--- src/rtl/ioctl_sdram_loader.sv ---
// Packs the HPS download byte stream into 32-bit little-endian words and writes them to SDRAM.
// Enqueue happens on the strobe edge. The request follows one edge later. The HPS is stalled through ioctl_wait.
module ioctl_sdram_loader #(
  parameter logic [22:0] BASE_ADDR  = 23'd0,
  parameter int          FIFO_DEPTH = 4
) (
  input  logic        clk,
  input  logic        reset_n,
  input  logic [19:0] ioctl_addr,
  input  logic [7:0]  ioctl_data,
  input  logic        ioctl_wr,
  input  logic        ioctl_download,
  output logic        ioctl_wait,
  output logic [22:0] sdram_addr,
  output logic [31:0] sdram_data,
  output logic        sdram_we,
  output logic        sdram_req,
  input  logic        sdram_ack,
  output logic        busy,
  output logic        done
);

  localparam int PW = $clog2(FIFO_DEPTH);
  localparam logic [PW:0] DEPTH_C = (PW+1)'(FIFO_DEPTH);
  localparam logic [PW:0] WAIT_C  = (PW+1)'(FIFO_DEPTH - 1);

  typedef enum logic [1:0] {S_IDLE, S_LOAD, S_FLUSH, S_DONE} state_t;

  state_t      state_q;
  logic        dl_q;
  logic [31:0] word_q;
  logic [3:0]  mask_q;
  logic [17:0] waddr_q;
  logic [49:0] mem_q [FIFO_DEPTH];
  logic [PW-1:0] wptr_q, rptr_q;
  logic [PW:0] count_q;
  logic        overflow_q;
  logic        req_q, we_q, busy_q, done_q, wait_q;
  logic [22:0] addr_q;
  logic [31:0] data_q;

  logic [1:0]  lane;
  logic [4:0]  sh;
  logic [17:0] in_waddr;
  logic        wr_acc, flush_evt, jump, rise;
  logic        push, push_ok, drop, pop, full;
  logic [49:0] push_ent;
  logic [31:0] merged, word_d;
  logic [3:0]  mask_d;
  logic [17:0] waddr_d;
  logic [PW:0] count_d;

  // Assembly register: at most one FIFO push per cycle. A lane-3 byte that
  // arrives on an address jump is parked and pushed on the next quiet cycle.
  always_comb begin
    lane      = ioctl_addr[1:0];
    sh        = {lane, 3'b000};
    in_waddr  = ioctl_addr[19:2];
    wr_acc    = ioctl_wr && (state_q == S_LOAD || state_q == S_FLUSH);
    flush_evt = (state_q == S_LOAD && !ioctl_download) || state_q == S_FLUSH;
    jump      = wr_acc && (mask_q != 4'd0) && (waddr_q != in_waddr);
    rise      = ioctl_download && !dl_q;
    merged    = word_q;
    merged[sh +: 8] = ioctl_data;
    push      = 1'b0;
    push_ent  = {waddr_q, word_q};
    word_d    = word_q;
    mask_d    = mask_q;
    waddr_d   = waddr_q;
    if (jump) begin
      push    = 1'b1;
      word_d  = '0;
      word_d[sh +: 8] = ioctl_data;
      mask_d  = 4'b0001 << lane;
      waddr_d = in_waddr;
    end else if (wr_acc) begin
      if (lane == 2'd3 || flush_evt) begin
        push     = 1'b1;
        push_ent = {in_waddr, merged};
        word_d   = '0;
        mask_d   = 4'd0;
      end else begin
        word_d  = merged;
        mask_d  = mask_q | (4'b0001 << lane);
        waddr_d = in_waddr;
      end
    end else if (mask_q != 4'd0 && (flush_evt || mask_q[3])) begin
      push   = 1'b1;
      word_d = '0;
      mask_d = 4'd0;
    end
  end

  always_comb begin
    full    = (count_q == DEPTH_C);
    push_ok = push && !full;
    drop    = push && full;
    pop     = (count_q != '0) && (!req_q || sdram_ack);
    count_d = count_q;
    if (push_ok && !pop)
      count_d = count_q + 1'b1;
    else if (!push_ok && pop)
      count_d = count_q - 1'b1;
  end

  always_ff @(posedge clk) begin
    if (push_ok)
      mem_q[wptr_q] <= push_ent;
  end

  always_ff @(posedge clk or negedge reset_n) begin
    if (!reset_n) begin
      state_q    <= S_IDLE;
      dl_q       <= 1'b0;
      word_q     <= '0;
      mask_q     <= '0;
      waddr_q    <= '0;
      wptr_q     <= '0;
      rptr_q     <= '0;
      count_q    <= '0;
      overflow_q <= 1'b0;
      req_q      <= 1'b0;
      we_q       <= 1'b0;
      busy_q     <= 1'b0;
      done_q     <= 1'b0;
      wait_q     <= 1'b0;
      addr_q     <= '0;
      data_q     <= '0;
    end else begin
      dl_q    <= ioctl_download;
      word_q  <= word_d;
      mask_q  <= mask_d;
      waddr_q <= waddr_d;
      count_q <= count_d;
      wait_q  <= (count_d >= WAIT_C);
      if (push_ok)
        wptr_q <= wptr_q + 1'b1;
      // Back-to-back: the next entry replaces the acked one on the ack edge.
      if (pop) begin
        rptr_q <= rptr_q + 1'b1;
        addr_q <= BASE_ADDR + {5'd0, mem_q[rptr_q][49:32]};
        data_q <= mem_q[rptr_q][31:0];
        req_q  <= 1'b1;
        we_q   <= 1'b1;
      end else if (req_q && sdram_ack) begin
        req_q <= 1'b0;
        we_q  <= 1'b0;
      end
      overflow_q <= (overflow_q || drop) && !(state_q == S_IDLE && rise);
      done_q     <= 1'b0;
      case (state_q)
        S_IDLE: if (rise) begin
          state_q <= S_LOAD;
          busy_q  <= 1'b1;
        end
        S_LOAD: if (!ioctl_download)
          state_q <= S_FLUSH;
        S_FLUSH: if (count_q == '0 && !req_q && mask_q == 4'd0 && !push) begin
          state_q <= S_DONE;
          busy_q  <= 1'b0;
          done_q  <= 1'b1;
        end
        S_DONE:  state_q <= S_IDLE;
        default: state_q <= S_IDLE;
      endcase
    end
  end

  assign ioctl_wait = wait_q;
  assign sdram_addr = addr_q;
  assign sdram_data = data_q;
  assign sdram_we   = we_q;
  assign sdram_req  = req_q;
  assign busy       = busy_q;
  assign done       = done_q;

endmodule

--- config.mk ---
export PLATFORM = sky130hd
export DESIGN_NAME = ioctl_sdram_loader
export DESIGN_NICKNAME = d
export VERILOG_FILES = /design/src/rtl/ioctl_sdram_loader.sv
export SDC_FILE = /design/constraint.sdc
export NUM_CORES = 1
export LEC_CHECK = 0
export BUFFER_PORTS_ARGS = -buffer_cell sky130_fd_sc_hd__buf_2
export CORE_UTILIZATION = 50
export DETAILED_ROUTE_END_ITERATION = 8
export HOLD_SLACK_MARGIN = 0.05
export MAX_ROUTING_LAYER = met4
export PLACE_DENSITY = 0.71
export SETUP_SLACK_MARGIN = 0.5
export SLEW_MARGIN = 20
export SYNTH_ARGS = -nofsm -noshare
export SYNTH_HDL_FRONTEND = slang
export SYNTH_SLANG_ARGS = --single-unit
--- constraint.sdc ---
create_clock -name clk -period 8.51 [get_ports clk]
set_input_delay 0.851 -clock clk [delete_from_list [all_inputs] [get_ports clk]]
set_output_delay 0.851 -clock clk [all_outputs]
set_load 0.01 [all_outputs]
==> qor.txt <==
outcome = completed
number of synthesized flops with an enable pin = 200
first-pass GRT wire length = 41,000 um
aggregate routed wire length = 25,500 um
row cnt = 58
Avg Inst Size Synth = 15.8 um^2
HPWL Detailed = 15,400 um
Internal Dissipation = 0.00389 W
Routed wire per std cell = 20.3 um
overall overflow remaining after global route = 0
top area cells in the synthesized netlist = edfxtp_1, dfrtp_1, mux4_2
pin count of the biggest net entering global routing = 63
dominant synthesized flop cell = edfxtp_1
f_max = 0.261 GHz
accumulated negative setup slack = 0 ns
H-Tree Depth = 1
diodes inserted = 0
vias after detailed routing = 7,073
CTS clock-pin slew for the worst setup and hold paths = 0.06 ns
final hold viol count = 0
top cell types by occurrence after synthesis = edfxtp_1, nand2_1, dfrtp_1
endpoint arrival time on the critical path = 4.03 ns
cells along the critical path = inv_1 -> ha_1 -> o2111ai_2 -> a22oi_1 -> and2_2 -> buf_4
cell with the largest stage delay on the worst path = a22oi_1
Max stage delay on crit path = 0.94 ns
RSZ-0062 raised after global routing = no
number of maximum-capacitance constraint violations = 0
violation count after the first detailed-routing iteration = 466
via count of the first global-routing pass = 7,152
data required time at the worst endpoint = 8.71 ns
Tightest Pin Transition = 1.13 ns
count of port buffers added during placement = 87
clock root buffer = clkbuf_16
Setup violations, final = 0
number of top-level pins = 93
number of storage elements in the synthesis netlist = 318
critical path class = register to register
Period minus WS final = 3.84 ns
clock share of power = 0.250
Die X-Extent = 162 um
switching part of the total power = 0.319
met3 track utilization from global routing = 0.0291
P per Cell Area = 389 mW/mm^2
area fraction of the dominant cell type after synthesis = 0.468
hold-fix buffer count after cts = 0
fraction of met1 tracks used by global routing = 0.304
static leakage = 5.87 nW
ys async rst share = 0.371
Worst Setup Start Kind = register
post-layout net count = 955
CTS sink cnt = 318
worst supply voltage drop on vdd = 0.313 mV
capturing element type of the critical path = register
number of instances resized during post-cts repair = 0
die outline area = 0.0263 mm^2
Clk Latency, worst-skew pair = 0.55 ns
Seq pwr share = 0.443
Final Max Tran Viols = 0
number of iterations in the first detailed-routing pass = 5
DRC = 0
most instantiated library cell after synthesis = edfxtp_1
core footprint = 0.0252 mm^2
TritonCTS buffer count = 31
clock tree from TritonCTS = done
Tightest Hold Check Type = primary input to async pin
number of warning messages in the yosys log = 0
Cell variety after synth = 40
global-route total usage across every layer = 0.210
Max-slew headroom = 0.247
critical path fanouts, max = 26
top cell type by total area after synthesis = edfxtp_1
post-synthesis cell count = 814
global placement routability congestion = 0.771
initial core utilization = 0.510
ANT nets after route = 0
grt peak-use layer = met2
post-synthesis sequential area ratio = 0.698
via density per instance = 5.63
Setup Skew = 0.0125 ns
Psw = 0.00182 W
layout cell share with drive strength beyond 1 = 0.230
Post-Syn Area = 0.0128 mm^2
number of buffers inserted to repair setup after CTS = 0
initial antenna violation count = 0
portion of total power attributed to combinational logic = 0.308
Area Growth Syn to Fin = 14.4%
Post-Route Hold Slack = 0.382 ns
number of buffers between clock root and the deepest sink = 3
met2 demand-to-capacity share in global routing = 0.315
height of the die = 162 um
final worst path period share = 0.451
==> critical path, delay by kind of cell (launching register included) <==
| kind | cells | cell delay (ns) |
|---|---|---|
| and+or+nand+nor | 1 | 0.78 |
| DFF | 1 | 0.38 |
| AOI/OAI and AO/OA | 2 | 1.32 |
| adders and majority gates | 1 | 0.41 |
| buffers and inverters | 2 | 0.58 |
==> power groups by stage <==
| stage | clock [W] | sequential (W) | combinational [W] |
|---|---|---|---|
| after global placement | 0 | 0.00254 | 0.00175 |
| after floorplan | 0 | 0.00255 | 0.00120 |
| after CTS | 0.00145 | 0.00253 | 0.00178 |
| final | 0.00142 | 0.00253 | 0.00175 |
| after detailed placement | 0 | 0.00256 | 0.00177 |
| after global routing | 0.00151 | 0.00259 | 0.00194 |
==> layer usage <==
| metal | vias to the layer above | part of all wire |
|---|---|---|
| met1 | 3600 | 0.46 |
| met2 | 204 | 0.47 |
| li1 | 3221 | - |
| met3 | 48 | 0.049 |
| met4 | 0 | 0.022 |
| met5 | - | 0 |
==> logic make-up (layout without fill, tap and decap cells) <==
group,count (synthesis),count (layout),synth area share
other,1,5,0.000292
adders and majority gates,20,20,0.0193
DFF,318,318,0.698
and+or+nand+nor,209,209,0.0669
buffers and inverters,56,165,0.0183
xor gates and xnor gates,24,24,0.0164
AOI/OAI and AO/OA,98,98,0.0594
muxes,88,88,0.121
==> area by class of cell <==
class                           instances  area (um^2)
Clock buffer                           43          911
Fill cell                            1892        10500
Inverter                               12         45.0
Multi-Input combinational cell        444         3660
Clock inverter                         14          179
Sequential cell                       318         8960
Tap cell                              330          413
Timing Repair Buffer                   96          505
==> registers in the layout, indices dropped and copies added (netlist names), 2 cells and up <==
register / count
count_q: 3
mask_q: 4
mem_q: 200
rptr_q: 2
sdram_addr: 18
sdram_data: 32
state_q: 2
waddr_q: 18
word_q: 32
wptr_q: 2
==> layout by cell type, fill, tap and decap left out, drive strengths merged, types with 2 or more instances in the layout <==
master    instances
mux4             50
a22o             63
nor2             13
and2              6
a22oi             2
a21oi            13
conb              5
clkinvlp          4
xnor2             8
mux2             37
or4               2
xor2             16
nor2b             2
bufinv            4
o21ai            12
nor3              4
clkinv            6
inv              12
nand3             9
clkbuf           43
dfrtp           118
ha               19
nand2b            2
edfxtp          200
nor4              4
nand2           166
buf              96
==> metrics by stage <==
| stage | utilization | instances | power, W | setup WS, ns | area, um^2 |
|---|---|---|---|---|---|
| global route | 0.583 | 1257 | 0.00604 | 4.37 | 14700 |
| CTS | 0.583 | 1257 | 0.00577 | 4.65 | 14700 |
| detailed placement | 0.540 | 1200 | 0.00433 | 4.15 | 13600 |
| floorplan | - | 818 | 0.00375 | 4.88 | 12800 |
| finish | 0.583 | 1257 | 0.00571 | 4.67 | 14700 |
| global placement | 0.540 | 1200 | 0.00429 | 4.24 | 13600 |
==> final timing paths <==
| check | endpoint | depth (start not counted) | slack [ns] | startpoint |
|---|---|---|---|---|
| max | mem_q[1][7] | 6 | 4.67 | state_q[1] |
| min | sdram_data[29] | 1 | 0.38 | reset_n |
| max reg2reg | mem_q[1][7] | 6 | 4.67 | state_q[1] |
| min reg2reg | sdram_data[11] | 2 | 0.47 | sdram_data[11] |
| max in group asynchronous | word_q[3] | 2 | 6.74 | reset_n |
| min in group clk | sdram_data[11] | 2 | 0.47 | sdram_data[11] |
(Power assumes the default switching activity.)
